## src/rtl/door_input_cond.sv

```systemverilog
// Input conditioning for the roll-door controller: sync, debounce and edge-detect keys and end sensors.
// Optional stuck-key detection is compiled in with `define KEY_STUCK_DETECT_EN.
module door_input_cond #(
    parameter int DEBOUNCE_CYCLES = 20000,
    parameter int CNT_W           = 15,
    parameter int STUCK_CYCLES    = 2000000,
    parameter int STUCK_W         = 21
) (
    input  logic clk,
    input  logic rst_n,
    input  logic key_up_raw,
    input  logic key_down_raw,
    input  logic sense_up_raw,
    input  logic sense_down_raw,
    output logic key_up_pulse,
    output logic key_down_pulse,
    output logic keys_both,
    output logic sense_up,
    output logic sense_down,
    output logic sensor_fault,
    output logic key_stuck
);

    typedef enum logic {
        ST_STABLE   = 1'b0,
        ST_CHANGING = 1'b1
    } db_state_t;

    localparam logic [CNT_W-1:0] CNT_LAST = CNT_W'(DEBOUNCE_CYCLES - 1);

    // Channel order: 0 key_up, 1 key_down, 2 sense_up, 3 sense_down.
    logic [3:0] raw_vec;
    logic [3:0] sync1;
    logic [3:0] sync2;
    logic [3:0] stable;
    logic [3:0] db_changing;

    assign raw_vec = {sense_down_raw, sense_up_raw, key_down_raw, key_up_raw};

    always_ff @(posedge clk) begin
        if (!rst_n) begin
            sync1 <= '0;
            sync2 <= '0;
        end else begin
            sync1 <= raw_vec;
            sync2 <= sync1;
        end
    end

    for (genvar i = 0; i < 4; i++) begin : g_db
        db_state_t        state;
        logic [CNT_W-1:0] cnt;
        logic             stable_r;

        always_ff @(posedge clk) begin
            if (!rst_n) begin
                state    <= ST_STABLE;
                cnt      <= '0;
                stable_r <= 1'b0;
            end else begin
                case (state)
                    ST_STABLE: begin
                        if (sync2[i] != stable_r) begin
                            state <= ST_CHANGING;
                            cnt   <= CNT_W'(1);
                        end else begin
                            cnt <= '0;
                        end
                    end
                    ST_CHANGING: begin
                        // Any bounce back to the accepted level restarts the qualification.
                        if (sync2[i] == stable_r) begin
                            state <= ST_STABLE;
                            cnt   <= '0;
                        end else if (cnt == CNT_LAST) begin
                            stable_r <= sync2[i];
                            cnt      <= '0;
                            state    <= ST_STABLE;
                        end else begin
                            cnt <= cnt + CNT_W'(1);
                        end
                    end
                    default: begin
                        state <= ST_STABLE;
                        cnt   <= '0;
                    end
                endcase
            end
        end

        assign stable[i]      = stable_r;
        assign db_changing[i] = (state == ST_CHANGING);
    end

    logic stable_up_d;
    logic stable_down_d;
    logic up_pulse_r;
    logic down_pulse_r;
    logic keys_both_r;
    logic fault_r;
    logic stuck;

    // A rise only counts as a press if the other key is not (or not newly) held.
    always_ff @(posedge clk) begin
        if (!rst_n) begin
            stable_up_d   <= 1'b0;
            stable_down_d <= 1'b0;
            up_pulse_r    <= 1'b0;
            down_pulse_r  <= 1'b0;
            keys_both_r   <= 1'b0;
            fault_r       <= 1'b0;
        end else begin
            stable_up_d   <= stable[0];
            stable_down_d <= stable[1];
            up_pulse_r    <= stable[0] & ~stable_up_d & ~stable[1];
            down_pulse_r  <= stable[1] & ~stable_down_d & ~stable[0];
            keys_both_r   <= stable[0] & stable[1];
            fault_r       <= fault_r | (stable[2] & stable[3]);
        end
    end

`ifdef KEY_STUCK_DETECT_EN
    localparam logic [STUCK_W-1:0] STUCK_MAX = STUCK_W'(STUCK_CYCLES);

    logic [STUCK_W-1:0] stuck_up_cnt;
    logic [STUCK_W-1:0] stuck_down_cnt;

    always_ff @(posedge clk) begin
        if (!rst_n) begin
            stuck_up_cnt   <= '0;
            stuck_down_cnt <= '0;
        end else begin
            if (!stable[0])
                stuck_up_cnt <= '0;
            else if (stuck_up_cnt != STUCK_MAX)
                stuck_up_cnt <= stuck_up_cnt + STUCK_W'(1);

            if (!stable[1])
                stuck_down_cnt <= '0;
            else if (stuck_down_cnt != STUCK_MAX)
                stuck_down_cnt <= stuck_down_cnt + STUCK_W'(1);
        end
    end

    assign stuck = (stuck_up_cnt == STUCK_MAX) | (stuck_down_cnt == STUCK_MAX);
`else
    logic unused_stuck_cfg;
    assign unused_stuck_cfg = (STUCK_CYCLES > 0) && (STUCK_W > 0);
    assign stuck            = 1'b0;
`endif

    logic unused_dbg;
    assign unused_dbg = ^db_changing;

    assign key_up_pulse   = up_pulse_r & ~stuck;
    assign key_down_pulse = down_pulse_r & ~stuck;
    assign keys_both      = keys_both_r;
    assign sense_up       = stable[2];
    assign sense_down     = stable[3];
    assign sensor_fault   = fault_r;
    assign key_stuck      = stuck;

endmodule

```

## config.mk

```make
export PLATFORM = sky130hd
export DESIGN_NAME = door_input_cond
export DESIGN_NICKNAME = d
export VERILOG_FILES = /design/src/rtl/door_input_cond.sv
export SDC_FILE = /design/constraint.sdc
export NUM_CORES = 1
export LEC_CHECK = 0
export ABC_AREA = 1
export CORE_MARGIN = 1
export CORE_UTILIZATION = 55
export DETAILED_ROUTE_END_ITERATION = 8
export HOLD_SLACK_MARGIN = 0.02
export PLACE_DENSITY = 0.72
export SYNTH_ARGS = -nofsm -noshare
export SYNTH_HDL_FRONTEND = slang
export SYNTH_SLANG_ARGS = --single-unit
```

## constraint.sdc

```tcl
create_clock -name clk -period 1.76 [get_ports clk]
set_input_delay 0.176 -clock clk [delete_from_list [all_inputs] [get_ports clk]]
set_output_delay 0.176 -clock clk [all_outputs]
set_load 0.01 [all_outputs]
```

==> flow_summary_export.csv <==
group,metric,value,unit
setup_path,cp-start-kind,"flip-flop",
global_route,grt_pass1_vias,2867,
flow_run,max_cap_violations,0,
synth,synth_most_common_cell,"nand2_1",
synth,syn_inst,525,
pwr,vdd_drop_max,0.506,mV
place,place_ws,0.0602,ns
cts,ctsLongestPathBuffers,2,
synth,synth_ff_type,"dfxtp_1",
floorplan,io-pin-count,13,
setup_path,crit_slowest_cell,"dfxtp_1",
cells_and_area,antennaDiodeCount,0,
setup_path,crit_top_cell,"nor2_1",
cells_and_area,area_delta_synth_final,8.88,%
cts,cts_setup_buffers,0,
setup_path,cp_data_arrival_time,1.77,ns
global_route,grt_max_degree,16,
drt,vias,3138,
worst_hold_path,hp-start,"sense_down_raw",
floorplan,die-width,85.5,um
setup_path,max_stage_delay,0.38,ns
drt,wl_per_cell,10.6,um
synth,synth_common_cells,"117 x nand2_1, 82 x dfxtp_1, 79 x nor2_1, 73 x inv_1, 34 x nand3_1",
worst_hold_path,holdPathStages,3,
floorplan,die-area,7310,um2
setup_path,path_max_fanout,14,
sta,fin_setup_tns,0,ns
cts,cts_tree,"built",
synth,seq_area_frac_synth,42.8,%
global_route,grt_overflow,0,
synth,avgSynthCellArea,7.30,um2
drt,firstDrtPassIters,4,
global_route,antenna_found_initial,0,
place,portBuffers,11,
drt,ant_nets,0,
setup_path,crit_required,1.99,ns
cts,holdBufCountCts,0,
sta,hold_viol,0,
cts,cts_resized,0,
setup_path,ff2ff_setup_slack,0.21,ns
global_route,grtUsageTotal,20.0,%
outcome,status,"completed",
sta,setup_slack,0.214,ns
synth,synth_nets,535,
cts,cts_num_sinks,82,
cts,clk_latency,0.35,ns
synth,yosys_warnings,0,
sta,setup_viol,0,
cts,clk_pin_slew,0.08,ns
drt,drc_errors,0,
sta,layout_min_cycle_time,1.55,ns
cts,cts_root_buf,"clkbuf_8",
drt,first_iter_violations,95,
pwr,p_per_area,773,nW/um2
synth,synth_top_area_share,42.8,%
synth,synth_area,3830,um2
place,hpwl,4.95,mm
floorplan,coreArea,6760,um2
floorplan,rows,30,
synth,async_flop_share,0,%
setup_path,reg2reg_from,"g_db[1].cnt[0]",
sta,hold_ws,0.375,ns
cells_and_area,drive_gt1_share,11.3,%
synth,ys_top_cells_by_area,"dfxtp_1 43%, nand2_1 11%, nor2_1 7.7%",
setup_path,criticalPathCategory,"flip-flop to flip-flop",
floorplan,die_y,85.5,um
cells_and_area,nNetsFinal,552,
setup_path,r2r_cells,6,
cts,cts_buffers,9,
sta,finalCritPeriodShare,87.8,%
worst_hold_path,hold_end,"sync1[3]",
cts,htree_num_levels,3,
floorplan,start_util,56.7,%
worst_hold_path,hold_path.class,"input pin to flip-flop",
drt,viasPerCell,5.00,
sta,fmax,647,MHz
global_route,grt_pass1_wl,11.8,mm
synth,synth-edff-count,0,
synth,yosysUniqueCellTypes,33,
setup_path,crit_chain,"ha_1, nand2_1, nor2_1, nand3_2, nand2_2, nor2_1",
sta,finClkSkew,0.00751,ns
pwr,p_leak,1.49,nW
synth,synth_seq_cells,82,
synth,synth_top_cell_by_area,"dfxtp_1",
setup_path,r2r-end,"g_db[1].cnt[10]",
drt,wl,6.65,mm
sta,rsz0062_at_grt,"no",
sta,slew_viol_final,0,
setup_path,cp-end-kind,"flip-flop",
place,gp_congestion,0.848,
## report_power, final
group | leakage, nW | switching (W) | total [W] | internal, W
clock network | 0.0893 | 0.000652 | 0.00130 | 0.000652
registers | 0.663 | 0.00000862 | 0.00188 | 0.00187
logic | 0.734 | 0.0000254 | 0.0000478 | 0.0000225
total | 1.49 | 0.000686 | 0.00323 | 0.00254
## sequential cells by signal, summed over array words and instances, names as in the netlist
| name | flops |
|---|---|
| g_db.cnt | 60 |
| g_db.state | 4 |
| sync1 | 4 |
| sync2 | 4 |
| g_db.stable_r | 2 |
| key_down_pulse | 1 |
| key_up_pulse | 1 |
| keys_both | 1 |
| sense_down | 1 |
| sense_up | 1 |
| sensor_fault | 1 |
| stable_down_d | 1 |
| stable_up_d | 1 |
## critical path: cells and delay by family (launching register included)
kind | cells | cell delay, ns
AND/OR/NAND/NOR | 5 | 0.80
flip-flops | 1 | 0.38
adder cells (fa/ha/maj) | 1 | 0.24
## routing by layer
| metal | vias to the layer above | part of all wire [%] | GRT usage [%] |
|---|---|---|---|
| met2 | 30 | 47 | 33.6 |
| met3 | 7 | 3.1 | 6.83 |
| met4 | 0 | 1.0 | 5.30 |
| met5 | - | 0 | 0 |
| li1 | 1664 | - | - |
| met1 | 1437 | 49 | 24.7 |
## area by class of cell
cell class	count	area, um2
repair buffers	13	125
inverters	76	288
clock inverters	5	55.1
multi-input cells	360	1830
clock buffers	11	131
well taps	80	100
fillers	629	2580
flip-flops and latches	82	1640
## placed cells by master, fill, tap and decap left out, drive strengths merged
cell type,n
a21oi,27
a31oi,1
buf,2
bufinv,1
clkbuf,11
clkdlybuf4s50,11
clkinv,3
clkinvlp,2
conb,1
dfxtp,82
ha,4
inv,75
nand2,126
nand3,38
nand3b,2
nand4,13
nor2,100
nor2b,1
nor3,8
o21ai,10
o31ai,1
or2,2
xnor2,9
xor2,17
## per-stage QoR
step	area [um2]	cells	util, %	power [W]
2_1_floorplan	3830	525	-	0.00195
3_3_place_gp	3990	611	59.0	0.00197
5_1_grt	4170	627	61.8	0.00336
6_report	4170	627	61.8	0.00323
4_1_cts	4170	627	61.8	0.00328
3_5_place_dp	3990	611	59.0	0.00197
## cells by family after synthesis
| group | Yosys count | share of synthesized area [%] |
|---|---|---|
| buffers and inverters | 83 | 9.37 |
| other | 1 | 0.0978 |
| flip-flops | 82 | 42.8 |
| XOR/XNOR | 26 | 5.94 |
| AND/OR/NAND/NOR | 290 | 34.4 |
| AO/OA/AOI/OAI | 39 | 6.07 |
| adder cells (fa/ha/maj) | 4 | 1.31 |
## how the worst max path moves through the flow
stage                         from              end
floorplan           g_db[1].cnt[0]  g_db[1].cnt[12]
global placement             rst_n   g_db[0].cnt[5]
detailed placement           rst_n   g_db[0].cnt[7]
CTS                     sense_down       sense_down
global route        g_db[1].cnt[0]    g_db[1].state
finish              g_db[1].cnt[0]  g_db[1].cnt[10]
No activity file was read; power rests on OpenSTA's default activity.
